**config.mk**
```make
export PLATFORM = sky130hd
export DESIGN_NAME = sel_mux_stage_flat
export DESIGN_NICKNAME = d
export VERILOG_FILES = /design/src/rtl/sel_mux_stage_if.sv /design/src/rtl/sel_mux_stage.sv /design/src/flat_wrapper.sv
export SDC_FILE = /design/constraint.sdc
export NUM_CORES = 1
export LEC_CHECK = 0
export BUFFER_PORTS_ARGS = -buffer_cell sky130_fd_sc_hd__buf_2
export CORE_MARGIN = 2
export CORE_UTILIZATION = 44
export DETAILED_ROUTE_END_ITERATION = 8
export PLACE_DENSITY = 0.82
export SYNTH_ARGS = -nofsm -noshare
export SYNTH_HDL_FRONTEND = slang
export SYNTH_SLANG_ARGS = --single-unit
```
**constraint.sdc**
```tcl
create_clock -name clk -period 3 [get_ports clk]
set_input_delay 0.15 -clock clk [delete_from_list [all_inputs] [get_ports clk]]
set_output_delay 0.15 -clock clk [all_outputs]
set_load 0.02 [all_outputs]
```
**src/rtl/sel_mux_stage_if.sv**
```systemverilog
// sel_mux_stage_if
//   Bundles the producer side (N channels of data/valid/ready), the select
//   controls and the consumer side of sel_mux_stage.
//   slave  : view taken by the selector itself
//   master : view taken by whoever drives the producers and consumer
//   Ports (all carried as interface signals):
//     in_data   [N*WIDTH]  channel i at bits [i*WIDTH +: WIDTH]
//     in_valid  [N]        per-channel valid
//     in_ready  [N]        per-channel ready, at most one bit high
//     sel       [SELW]     explicit select (mode=0)
//     mode      [1]        0 = explicit, 1 = round-robin
//     flush     [1]        drop registered output, block acceptance
//     out_data  [WIDTH]    registered selected data
//     out_src   [SELW]     channel that produced out_data
//     out_valid [1]        output register occupied
//     out_ready [1]        consumer accepts this cycle
interface sel_mux_stage_if #(
    parameter int WIDTH = 32,
    parameter int N     = 4
);
    localparam int SELW = $clog2(N);

    logic [N*WIDTH-1:0] in_data;
    logic [N-1:0]       in_valid;
    logic [N-1:0]       in_ready;
    logic [SELW-1:0]    sel;
    logic               mode;
    logic               flush;
    logic [WIDTH-1:0]   out_data;
    logic [SELW-1:0]    out_src;
    logic               out_valid;
    logic               out_ready;

    modport slave (
        input  in_data, in_valid, sel, mode, flush, out_ready,
        output in_ready, out_data, out_src, out_valid
    );

    modport master (
        output in_data, in_valid, sel, mode, flush, out_ready,
        input  in_ready, out_data, out_src, out_valid
    );
endinterface

```
**src/rtl/sel_mux_stage.sv**
```systemverilog
// sel_mux_stage
//   N-way, WIDTH-bit channel selector feeding a one-entry output register.
//   Channel is chosen either by an explicit select or by round-robin
//   arbitration over the valid channels; the output register supports
//   stall, back-to-back reload and flush.
//   Ports:
//     clk  : rising-edge clock
//     rst  : synchronous active-high reset
//     bus  : sel_mux_stage_if.slave (producer/consumer handshakes + controls)
module sel_mux_stage #(
    parameter int WIDTH = 32,
    parameter int N     = 4
) (
    input  logic           clk,
    input  logic           rst,
    sel_mux_stage_if.slave bus
);
    localparam int SELW = $clog2(N);

    logic [N-1:0][WIDTH-1:0] w_lanes;
    logic                    w_can_load;
    logic                    w_rr_hit;
    logic [SELW-1:0]         w_rr_idx;
    logic                    w_has_grant;
    logic [SELW-1:0]         w_grant;
    logic [N-1:0]            w_ready;
    logic                    w_xfer;

    logic [WIDTH-1:0]        r_out_data;
    logic [SELW-1:0]         r_out_src;
    logic                    r_out_valid;
    logic [SELW-1:0]         r_ptr;

    assign w_lanes = bus.in_data;

    // Reset also gates acceptance so no producer sees ready while the
    // register is being cleared.
    assign w_can_load = !rst && !bus.flush && (!r_out_valid || bus.out_ready);

    // Round-robin scan: start one past the last served channel and wrap.
    // N is a power of two, so SELW-bit addition wraps for free; k=N lands
    // back on ptr itself as the lowest-priority candidate.
    always_comb begin
        logic [SELW-1:0] idx;
        w_rr_hit = 1'b0;
        w_rr_idx = '0;
        idx      = '0;
        for (int k = 1; k <= N; k++) begin
            idx = r_ptr + SELW'(k);
            if (!w_rr_hit && bus.in_valid[idx]) begin
                w_rr_hit = 1'b1;
                w_rr_idx = idx;
            end
        end
    end

    // Explicit mode always grants sel, even if that channel is not valid;
    // the transfer itself still needs in_valid.
    assign w_grant     = bus.mode ? w_rr_idx : bus.sel;
    assign w_has_grant = bus.mode ? w_rr_hit : 1'b1;

    for (genvar i = 0; i < N; i++) begin : g_ready
        assign w_ready[i] = w_can_load && w_has_grant && (w_grant == SELW'(i));
    end

    assign bus.in_ready = w_ready;
    assign w_xfer       = |(w_ready & bus.in_valid);

    always_ff @(posedge clk) begin
        if (rst) begin
            r_out_valid <= 1'b0;
            r_out_data  <= '0;
            r_out_src   <= '0;
            r_ptr       <= SELW'(N - 1);
        end else begin
            if (w_xfer) begin
                r_out_valid <= 1'b1;
                r_out_data  <= w_lanes[w_grant];
                r_out_src   <= w_grant;
                if (bus.mode) begin
                    r_ptr <= w_grant;
                end
            end else if (bus.flush || bus.out_ready) begin
                // Pop without reload, or flush: data/src keep last values.
                r_out_valid <= 1'b0;
            end
        end
    end

    assign bus.out_data  = r_out_data;
    assign bus.out_src   = r_out_src;
    assign bus.out_valid = r_out_valid;
endmodule

```
**src/flat_wrapper.sv**
```systemverilog
// flat-port wrapper written by rule: the top's interface ports become plain ports
module sel_mux_stage_flat 
#(
    parameter int WIDTH = 32,
    parameter int N     = 4
)
  (clk, rst, bus_in_data, bus_in_valid, bus_sel, bus_mode, bus_flush, bus_out_ready, bus_in_ready, bus_out_data, bus_out_src, bus_out_valid);
  sel_mux_stage_if #(.WIDTH(WIDTH), .N(N)) bus_i ();
  input  logic clk;
  input  logic rst;
  input wire logic [$bits(bus_i.in_data)-1:0] bus_in_data;
  input wire logic [$bits(bus_i.in_valid)-1:0] bus_in_valid;
  input wire logic [$bits(bus_i.sel)-1:0] bus_sel;
  input wire logic [$bits(bus_i.mode)-1:0] bus_mode;
  input wire logic [$bits(bus_i.flush)-1:0] bus_flush;
  input wire logic [$bits(bus_i.out_ready)-1:0] bus_out_ready;
  output wire logic [$bits(bus_i.in_ready)-1:0] bus_in_ready;
  output wire logic [$bits(bus_i.out_data)-1:0] bus_out_data;
  output wire logic [$bits(bus_i.out_src)-1:0] bus_out_src;
  output wire logic [$bits(bus_i.out_valid)-1:0] bus_out_valid;
  assign bus_i.in_data = bus_in_data;
  assign bus_i.in_valid = bus_in_valid;
  assign bus_i.sel = bus_sel;
  assign bus_i.mode = bus_mode;
  assign bus_i.flush = bus_flush;
  assign bus_i.out_ready = bus_out_ready;
  assign bus_in_ready = bus_i.in_ready;
  assign bus_out_data = bus_i.out_data;
  assign bus_out_src = bus_i.out_src;
  assign bus_out_valid = bus_i.out_valid;
  sel_mux_stage #(.WIDTH(WIDTH), .N(N)) u_core (.clk(clk), .rst(rst), .bus(bus_i));
endmodule
```
==> results.json, run 1 <==
{
  "drv_cap": 0,
  "post_cts_buffers": 0,
  "clkLatencyLatePin_ns": 0.29,
  "cts_hold_buffers": 0,
  "dp_cells": 531,
  "clk_pin_slew_ns": 0.07,
  "slew_violations": 0,
  "antenna_found_initial": 0,
  "cp_top_family": "simple AND/OR/NAND/NOR gates",
  "swShare_pct": 35.26,
  "seqPwrFrac_pct": 37.0,
  "ant_nets": 0,
  "first_pass_iters": 4,
  "yosys_warnings": 0,
  "worst_path_largest_cell_delay_ns": 0.52,
  "syn_to_final_growth_pct": 33.30,
  "whs_ns": 0.09299,
  "syn-cell-area_sq_um": 2855,
  "status": "completed",
  "path_class": "reg2out",
  "grt_pass1_vias": 2668,
  "grt_pass1_wl_um": 11740,
  "path_buf_inv": 2,
  "worst_slew_pin_slew_ns": 0.5220,
  "totalWireLength_um": 7418,
  "root_buffer": "clkbuf_8",
  "avgSynthCellArea_sq_um": 9.646,
  "grt_util_met1_pct": 21.18,
  "power_density_nw_per_um2": 431.2,
  "vdd_drop_max_uv": 237.5,
  "clock_sinks": 37,
  "dieArea_sq_um": 7150,
  "n_antenna_cell": 0,
  "cp-end-kind": "output pin",
  "use_met3_pct": 3.441,
  "drtIter0Drc": 76,
  "cts_resized": 0,
  "syn_nets": 435,
  "setup_viol_count_final": 0,
  "arrival_ns": 2.29,
  "numCtsBuffers": 5,
  "finalCritPeriodShare_pct": 81.48,
  "gr-usage-all-layers_pct": 20.03,
  "ys_ff_latch": 37,
  "ioPinCount": 178,
  "gr-total-overflow": 0,
  "combPwrFrac_pct": 42.5,
  "die_w_um": 84.56,
  "startpoint_type": "flip-flop",
  "clkPwrFrac_pct": 20.5,
  "hold_viol": 0,
  "cts_tree": "done",
  "switchingPower_uw": 578.7,
  "fp.dieH_um": 84.56,
  "crit_path_max_fanout": 24,
  "placement_rows": 29,
  "crit_slowest_cell": "dfxtp_1",
  "intPower_uw": 1063,
  "hpwl_um": 5975,
  "final_util_pct": 60.29,
  "num-fill-cells": 536,
  "viasPerCell": 5.093,
  "power.total_uw": 1641,
  "grt_max_degree": 43,
  "routabilityCongestion": 0.8255,
  "port_buffers": 177,
  "path_cells": "or3b_1 > o32ai_2 > o21a_4 > buf_4 > and3_1 > buf_2",
  "drive_above_1_share_pct": 43.51,
  "wire_per_inst_um": 13.76,
  "initial_utilization_pct": 45.22,
  "rsz0062_at_grt": "no",
  "leakagePower_uw": 0.002125,
  "hp-class": "in2reg",
  "relSlewSlack_pct": 64.98,
  "synth.distinct_cells": 42,
  "instances_no_fill": 539,
  "grt-busiest-layer": "met2",
  "layout.nets": 600,
  "core_region_area_sq_um": 6314,
  "cts_buffer_depth": 2,
  "final.setup.tns_ns": 0,
  "required_ns": 2.85,
  "skew_ns": 0.008467,
  "synthCells": 296,
  "vias": 2745,
  "grt_util_met2_pct": 39.23,
  "fmax_mhz": 409.1,
  "cts_htree_levels": 2,
  "ys_seq_area_share_pct": 25.94,
  "period_minus_slack_ns": 2.444,
  "drc": 0
}
-- cells in the mapped netlist --
| cell type | count | area [sq um] |
|---|---|---|
| or4_1 | 1 | 7.510 |
| or3_1 | 1 | 6.260 |
| nand2_1 | 37 | 138.9 |
| a211o_1 | 1 | 8.760 |
| a31o_1 | 1 | 8.760 |
| clkinv_1 | 1 | 3.750 |
| and3_1 | 2 | 12.51 |
| o31ai_1 | 1 | 7.510 |
| o311ai_0 | 1 | 8.760 |
| dfxtp_1 | 37 | 740.7 |
| a211oi_1 | 1 | 7.510 |
| o22a_1 | 1 | 8.760 |
| o32ai_2 | 1 | 16.27 |
| o221a_2 | 1 | 11.26 |
| o31a_1 | 1 | 8.760 |
| a21oi_1 | 4 | 20.02 |
| nor3_1 | 3 | 15.01 |
| nand4b_1 | 1 | 8.760 |
| buf_6 | 10 | 112.6 |
| o21ai_0 | 3 | 15.01 |
| inv_1 | 3 | 11.26 |
| or2_1 | 1 | 6.260 |
| o22ai_1 | 3 | 18.77 |
| o21ai_1 | 2 | 10.01 |
| mux2_1 | 28 | 315.3 |
| nand2b_1 | 7 | 43.79 |
| a21o_1 | 5 | 37.54 |
| a31oi_1 | 1 | 6.260 |
| mux4_2 | 1 | 22.52 |
| mux2_2 | 5 | 56.30 |
| or2_2 | 1 | 6.260 |
| a311o_1 | 1 | 10.01 |
| o21a_1 | 2 | 15.01 |
| o211ai_1 | 1 | 7.510 |
| o32a_1 | 1 | 10.01 |
| mux2i_1 | 98 | 980.9 |
| buf_2 | 7 | 35.03 |
| clkbuf_1 | 7 | 26.28 |
| nor2b_1 | 3 | 18.77 |
| buf_4 | 2 | 15.01 |
| or3b_1 | 1 | 8.760 |
| nor2_1 | 7 | 26.28 |
-- flip-flops by register name (all words and copies together) (netlist names) --
name and count:
u_core.bus.out_data 32, u_core.r_ptr 2, u_core.bus.out_src 2, u_core.bus.out_valid 1
-- per-stage QoR --
step	cell area, sq um	worst slack (ns)
6_report	3806	0.5556
3_5_place_dp	3722	0.7170
4_1_cts	3806	0.5277
2_1_floorplan	2855	0.8736
5_1_grt	3806	0.3750
3_3_place_gp	3722	0.7980
-- cells in the final DEF, fill, tap and decap left out, types with 4 or more instances in the layout --
master,n
buf_2,177
mux2i_1,98
nand2_1,37
dfxtp_1,37
mux2_1,28
nand2b_1,7
nor2_1,7
buf_4,6
mux2_2,5
clkbuf_8,5
a21oi_1,4
a21o_1,4
-- worst reg2reg max path, delay by kind of cell, from the launching register on --
family / cells / cell delay (ns)
mux: 2 / 0.53
compound gates: 3 / 0.64
flops: 1 / 0.54
buf+inv: 1 / 0.28
simple gates: 1 / 0.22
-- layout make-up --
| class | count | area (sq um) | area share, % |
|---|---|---|---|
| Clock inverter | 1 | 7.507 | 0.1972 |
| Sequential cell | 37 | 740.7 | 19.46 |
| Tap cell | 77 | 96.34 | 2.531 |
| Clock buffer | 7 | 76.32 | 2.005 |
| Inverter | 4 | 15.01 | 0.3945 |
| Multi-Input combinational cell | 229 | 1919 | 50.43 |
| Timing Repair Buffer | 184 | 950.9 | 24.98 |
-- power groups by stage --
stage | clock [uW] | sequential, uW | combinational [uW]
after floorplan | 0 | 701 | 403
after global placement | 0 | 615 | 685
after detailed placement | 0 | 616 | 704
after CTS | 346 | 608 | 706
after global routing | 364 | 619 | 754
final | 336 | 608 | 697
-- logic make-up (layout without fill, tap and decap cells) --
group / count (synthesis) / after routing / synth area share, %
simple gates: 65 / 65 / 10.47
mux: 132 / 132 / 48.16
buf+inv: 30 / 196 / 7.143
compound gates: 32 / 32 / 8.283
flops: 37 / 37 / 25.94
-- path summary, 6_finish.rpt --
kind                                               from                 endpoint  slack, ns  cells past startpoint
worst max-delay path                    u_core.r_ptr[1]          bus_in_ready[2]       0.56                      6
worst min-delay path                                rst     u_core.bus.out_valid       0.09                      2
worst max register to register          u_core.r_ptr[0]   u_core.bus.out_data[5]       0.71                      7
worst min register to register  u_core.bus.out_data[20]  u_core.bus.out_data[20]       0.46                      2
-- per-layer routing --
metal  vias to the layer above  part of all wire (%)  wire (um)
li1                       1393                     -          -
met1                      1225                    38       2832
met2                       115                    54       3993
met3                        12                   5.8        427
met4                         0                   2.2        164
met5                         -                     0          0
Power figures use the tool's default switching activity.
==> inputs of run 2 (changes only) <==
--- a/config.mk
+++ b/config.mk
@@ -5,6 +5,7 @@
 export SDC_FILE = /design/constraint.sdc
 export NUM_CORES = 1
 export LEC_CHECK = 0
+export ABC_AREA = 1
 export BUFFER_PORTS_ARGS = -buffer_cell sky130_fd_sc_hd__buf_2
 export CORE_MARGIN = 2
 export CORE_UTILIZATION = 44
==> constraint.sdc (replaced) <==
create_clock -name clk -period 2.3 [get_ports clk]
set_input_delay 0.115 -clock clk [delete_from_list [all_inputs] [get_ports clk]]
set_output_delay 0.115 -clock clk [all_outputs]
set_load 0.02 [all_outputs]
==> run 2 against run 1 <==
Final cell count up 40%. Clock power up 100%. Register-to-register slack worse by 0.78 ns. Sequential share of layout area down 3.1 points. Synthesized cell count up 65%. Non-clock buffer count up 25. Clock skew down 0.0043 ns. The run now ends with DRC, setup timing left. Final area up 20%. Utilization up 12 points.
==> results.json, run 2 <==
{
  "required_ns": 2.52,
  "cp_top_family": "simple AND/OR/NAND/NOR gates",
  "clock_sinks": 37,
  "yosys-top-cells-area": "dfxtp_1 26%, nor2_1 18%, nand2_1 17%",
  "ant_nets": 0,
  "drc": 2,
  "period_minus_slack_ns": 2.369,
  "drv_cap": 0,
  "synth_edf_count": 0,
  "yosys_warnings": 0,
  "grt_pass1_vias": 3346,
  "final_area_sq_um": 4564,
  "setup_viol_count_final": 38,
  "synth_common_cells": "136 x nor2_1, 128 x nand2_1, 38 x o21ai_0",
  "startpoint_type": "flip-flop",
  "gr-total-overflow": 0,
  "leakagePower_uw": 0.002248,
  "synth.distinct_cells": 27,
  "cpMostUsedCell": "nand2_2",
  "synth_flop_cell": "dfxtp_1",
  "path_cells": "inv_6 > nand2_1 > nand2_2 > nand2_4 > nand2_4 > nor2_4 > nand2_2 > o21ai_1 > inv_2 > nand4_1 > nand2_2 > nor2_4 > buf_12 > buf_12 > nand2_1 > a21oi_1",
  "crit_path_max_fanout": 10,
  "finalCritPeriodShare_pct": 103.0,
  "ys_ff_latch": 37,
  "multi_input_area_sq_um": 2168,
  "cts_tree": "done",
  "crit_slowest_cell": "dfxtp_4",
  "hp-class": "in2reg",
  "root_buffer": "clkbuf_8",
  "num-fill-cells": 516,
  "syn_to_final_growth_pct": 58.68,
  "cts_buffer_depth": 2,
  "gr-usage-all-layers_pct": 24.79,
  "hold_viol": 0,
  "syn-cell-area_sq_um": 2877,
  "synth_most_common_cell": "nor2_1",
  "path_class": "reg2reg",
  "place_area_sq_um": 3759,
  "port_buffers": 177,
  "layout.nets": 813,
  "pre_cts_ws_ns": -0.03341,
  "power_density_nw_per_um2": 583.8,
  "slew_violations": 0,
  "cp-end-kind": "flip-flop",
  "ys_async_sr_fraction_pct": 0,
  "layout_commonest_cell": "buf_2",
  "fin_ws_ns": -0.06935,
  "fp.dieH_um": 84.86,
  "fmax_mhz": 422.1,
  "dieArea_sq_um": 7200,
  "cts_htree_levels": 2,
  "vias": 3930,
  "skew_ns": 0.004174,
  "worst_path_largest_cell_delay_ns": 0.42,
  "rsz0062_at_grt": "yes",
  "grt_pass1_wl_um": 14860,
  "violations": "DRC, setup timing",
  "core_region_area_sq_um": 6350,
  "synth_top_area_share_pct": 25.75,
  "first_pass_iters": 9,
  "wire_per_inst_um": 14.96,
  "n_antenna_cell": 0,
  "synthCells": 488,
  "grt_max_degree": 37,
  "cts_hold_buffers": 0,
  "status": "finished, violations left",
  "routabilityCongestion": 0.8478,
  "clkLatencyLatePin_ns": 0.29,
  "die_w_um": 84.86,
  "final_cell_mix": "173 x buf_2, 121 x nor2_1, 104 x nand2_1",
  "worst_slew_pin_slew_ns": 0.4859,
  "vdd_drop_max_uv": 488.4,
  "drive_above_1_share_pct": 45.33,
  "arrival_ns": 2.59,
  "clk_pin_slew_ns": 0.08,
  "relSlewSlack_pct": 67.61,
  "power.total_uw": 2665,
  "viasPerCell": 5.226,
  "totalWireLength_um": 11250,
  "path_buf_inv": 4,
  "numCtsBuffers": 5,
  "initial_utilization_pct": 45.30,
  "placement_rows": 29,
  "yosys.area.top_type": "dfxtp_1",
  "hpwl_um": 6787,
  "avgSynthCellArea_sq_um": 5.894,
  "drtIter0Drc": 211,
  "ys_seq_area_share_pct": 25.75,
  "largest_register_ffs": 32,
  "antenna_found_initial": 0,
  "regArea_sq_um": 748.2,
  "syn_nets": 627,
  "ioPinCount": 178
}
==> run 2: final cells by class <==
class                           count  share of cell area (%)
Multi-Input combinational cell    409                   47.51
Timing Repair Buffer              209                   29.74
Sequential cell                    37                   16.39
Tap cell                           77                   2.111
Clock buffer                        5                   1.508
Clock inverter                      3                   1.425
Inverter                           12                   1.316
==> run 2: routing by layer <==
layer | wire length (um) | track usage, % | share of wire (%)
met3 | 767 | 4.961 | 6.8
met2 | 5696 | 43.88 | 51
met1 | 4453 | 31.02 | 40
met4 | 329 | 5.916 | 2.9
met5 | 0 | 0 | 0
==> run 2: cell families (layout without fill, tap and decap cells) <==
| logic type | count (synthesis) | in the layout | synth area share (%) |
|---|---|---|---|
| and+or+nand+nor | 302 | 304 | 44.67 |
| DFF | 37 | 37 | 25.75 |
| AOI/OAI and AO/OA | 105 | 105 | 20.53 |
| buffers and inverters | 44 | 229 | 9.047 |
==> run 2: through the flow <==
stage	util [%]	std cells	hold WS, ns	TNS [ns]
floorplan	-	488	0.3014	0
global placement	59.19	722	0.4056	0
detailed placement	59.19	722	0.4141	-0.09285
CTS	61.79	730	0.1038	-0.005507
global route	71.88	752	0.1446	-5.277
finish	71.88	752	0.1070	-1.200
==> run 2: tightest hold or removal path, delay by kind of cell <==
kind	cells	cell delay, ns
simple gates	1	0.10
buf+inv	1	0.08
compound gates	1	0.06
==> run 2: final timing paths <==
path,startpoint,depth (start not counted),slack (ns),to
max,u_core.r_ptr[0],16,-0.07,u_core.bus.out_data[14]
min,bus_flush,3,0.11,u_core.bus.out_valid
max reg2reg,u_core.r_ptr[0],16,-0.07,u_core.bus.out_data[14]
min reg2reg,u_core.bus.out_data[11],2,0.47,u_core.bus.out_data[11]
==> run 2: repair_timing <==
action,4_1_cts,5_1_grt
pin swaps,0,29
endpoints found under the setup margin,32,39
gates cloned,0,8
resized for setup,9,98
buffers inserted,0,14
==> run 2: where the power goes <==
part           switching (uW)  internal, uW
Combinational             738           535
Clock                     245           431
Sequential               30.9           685
==> inputs of run 3 (changes only) <==
--- a/config.mk
+++ b/config.mk
@@ -7,6 +7,7 @@
 export LEC_CHECK = 0
 export ABC_AREA = 1
 export BUFFER_PORTS_ARGS = -buffer_cell sky130_fd_sc_hd__buf_2
+export CORE_ASPECT_RATIO = 1.4
 export CORE_MARGIN = 2
 export CORE_UTILIZATION = 44
 export DETAILED_ROUTE_END_ITERATION = 8
==> run 3 against run 2 <==
Final area fell by 6.7%. Via count down 3.5%. The flow now finishes without violations. First-iteration DRC count is 20% lower. Combinational power fell by 8%. Clock-buffer cell count grew 2. Utilization shrank 3.8 points.
==> results.json, run 3 (same netlist as run 2, synthesis figures left out) <==
{
  "drtIter0Drc": 169,
  "grt_max_degree": 39,
  "clkLatencyLatePin_ns": 0.28,
  "numCtsBuffers": 5,
  "r2r-end": "u_core.bus.out_data[25]",
  "core_region_area_sq_um": 6254,
  "period_minus_slack_ns": 2.229,
  "crit_start": "u_core.r_ptr[0]",
  "totalWireLength_um": 9940,
  "routabilityCongestion": 0.9297,
  "instances_no_fill": 741,
  "syn_to_final_growth_pct": 48.06,
  "leakagePower_uw": 0.002154,
  "hpwl_um": 7082,
  "dp_cells": 720,
  "fp.dieH_um": 99.67,
  "antenna_found_initial": 0,
  "endpoint": "u_core.bus.out_data[25]",
  "skew_ns": 0.005182,
  "gr-total-overflow": 0,
  "fin_ws_ns": 0.07147,
  "clk_pin_slew_ns": 0.07,
  "ant_nets": 0,
  "layout_commonest_cell": "buf_2",
  "whs_ns": 0.1299,
  "cts_htree_levels": 2,
  "relSlewSlack_pct": 69.80,
  "num-fill-cells": 569,
  "required_ns": 2.46,
  "die_w_um": 72.34,
  "vias": 3793,
  "rrSetupSlack_ns": 0.07,
  "drv_cap": 0,
  "cts_tree": "done",
  "placement_rows": 34,
  "final.setup.tns_ns": 0,
  "slew_violations": 0,
  "startpoint_type": "flip-flop",
  "grt_pass1_wl_um": 14590,
  "status": "completed",
  "hp-class": "in2reg",
  "wire_per_inst_um": 13.41,
  "first_pass_iters": 4,
  "crit_path_max_fanout": 8,
  "port_buffers": 177,
  "cp-end-kind": "flip-flop",
  "multi_input_area_sq_um": 1988,
  "regArea_sq_um": 745.7,
  "arrival_ns": 2.39,
  "cts_buffer_depth": 2,
  "dieArea_sq_um": 7210,
  "finalCritPeriodShare_pct": 96.89,
  "r2r_cells": 19,
  "drive_above_1_share_pct": 43.35,
  "clock_sinks": 37,
  "vdd_drop_max_uv": 351.7,
  "fmax_mhz": 448.7,
  "root_buffer": "clkbuf_8",
  "whs_path_depth": 3,
  "hold_viol": 0,
  "rsz0062_at_grt": "yes",
  "setup_viol_count_final": 0,
  "worst_slew_pin_slew_ns": 0.4530,
  "pre_cts_ws_ns": 0.08651,
  "drc": 0,
  "initial_utilization_pct": 46.00,
  "path_class": "reg2reg",
  "power_density_nw_per_um2": 575.7,
  "r2r-start": "u_core.r_ptr[0]",
  "layout.nets": 807,
  "gr-usage-all-layers_pct": 25.06,
  "ioPinCount": 178,
  "viasPerCell": 5.119,
  "grt_pass1_vias": 3398,
  "n_antenna_cell": 0,
  "final_cell_mix": "174 x buf_2, 116 x nand2_1, 113 x nor2_1",
  "largest_register_ffs": 32
}
run 3: cell count changes in the layout (fill, tap and decap cells not counted), sizes merged:
cell | previous run | this run
clkinv | 1 | 0
nand2 | 142 | 140
buf | 204 | 202
bufinv | 2 | 1
run 3: report_power, final:
part	switching [uW]	internal, uW
registers	25.3	685
logic	669	498
clock network	221	353
total	915	1540
run 3: metal layers:
layer / vias up / GRT usage, % / share of wire [%]
met5: - / 0 / 0
li1: 1922 / - / -
met2: 163 / 45.52 / 52
met3: 32 / 4.154 / 7.6
met1: 1676 / 28.05 / 36
met4: 0 / 10.89 / 3.7
run 3: how the worst min path moves through the flow:
stage | startpoint | end | slack (ns)
3_3_place_gp | bus_flush | u_core.bus.out_valid | 0.42
4_1_cts | bus_flush | u_core.bus.out_valid | 0.12
2_1_floorplan | bus_flush | u_core.bus.out_valid | 0.30
6_report | bus_flush | u_core.bus.out_valid | 0.13
5_1_grt | bus_flush | u_core.bus.out_valid | 0.16
3_5_place_dp | bus_flush | u_core.bus.out_valid | 0.42
run 3: worst max-delay path: stages, from the launching register on:
cell and delay (ns):
dfxtp_4 0.37, buf_6 0.14, nand2_2 0.06, nand2_2 0.06, nand2_2 0.10, nand2_2 0.08, nor2_4 0.13, nand2_2 0.07
nand3_2 0.09, nand2_1 0.07, nand2_2 0.08, nand2_4 0.10, buf_4 0.18, clkbuf_16 0.16, nor2_1 0.09, nor2_1 0.06
o21ai_1 0.08, nand2_1 0.07, nand2_1 0.07, a21oi_2 0.05
run 3: area by class of cell:
type | count | area share [%]
clock buffer | 7 | 2.027
clock inverter | 1 | 0.7051
inverter | 12 | 1.116
multi-input combinational | 407 | 46.68
sequential | 37 | 17.51
tap | 72 | 2.115
timing repair buffer | 205 | 29.85
run 3: what timing repair did:
action | 4_1_cts | 5_1_grt
resized for setup | 3 | 54
hold buffers | 0 | 0
gates cloned | 0 | 5
endpoints found under the setup margin | 4 | 38
pin swaps | 0 | 13
setup buffers | 0 | 8
run 3: metrics by stage:
stage | power [uW] | util [%] | area (sq um)
after global routing | 2610 | 68.11 | 4259
final | 2452 | 68.11 | 4259
after floorplan | 1412 | - | 2877
after detailed placement | 1713 | 60.96 | 3812
after global placement | 1698 | 60.96 | 3812
after CTS | 2296 | 62.97 | 3938
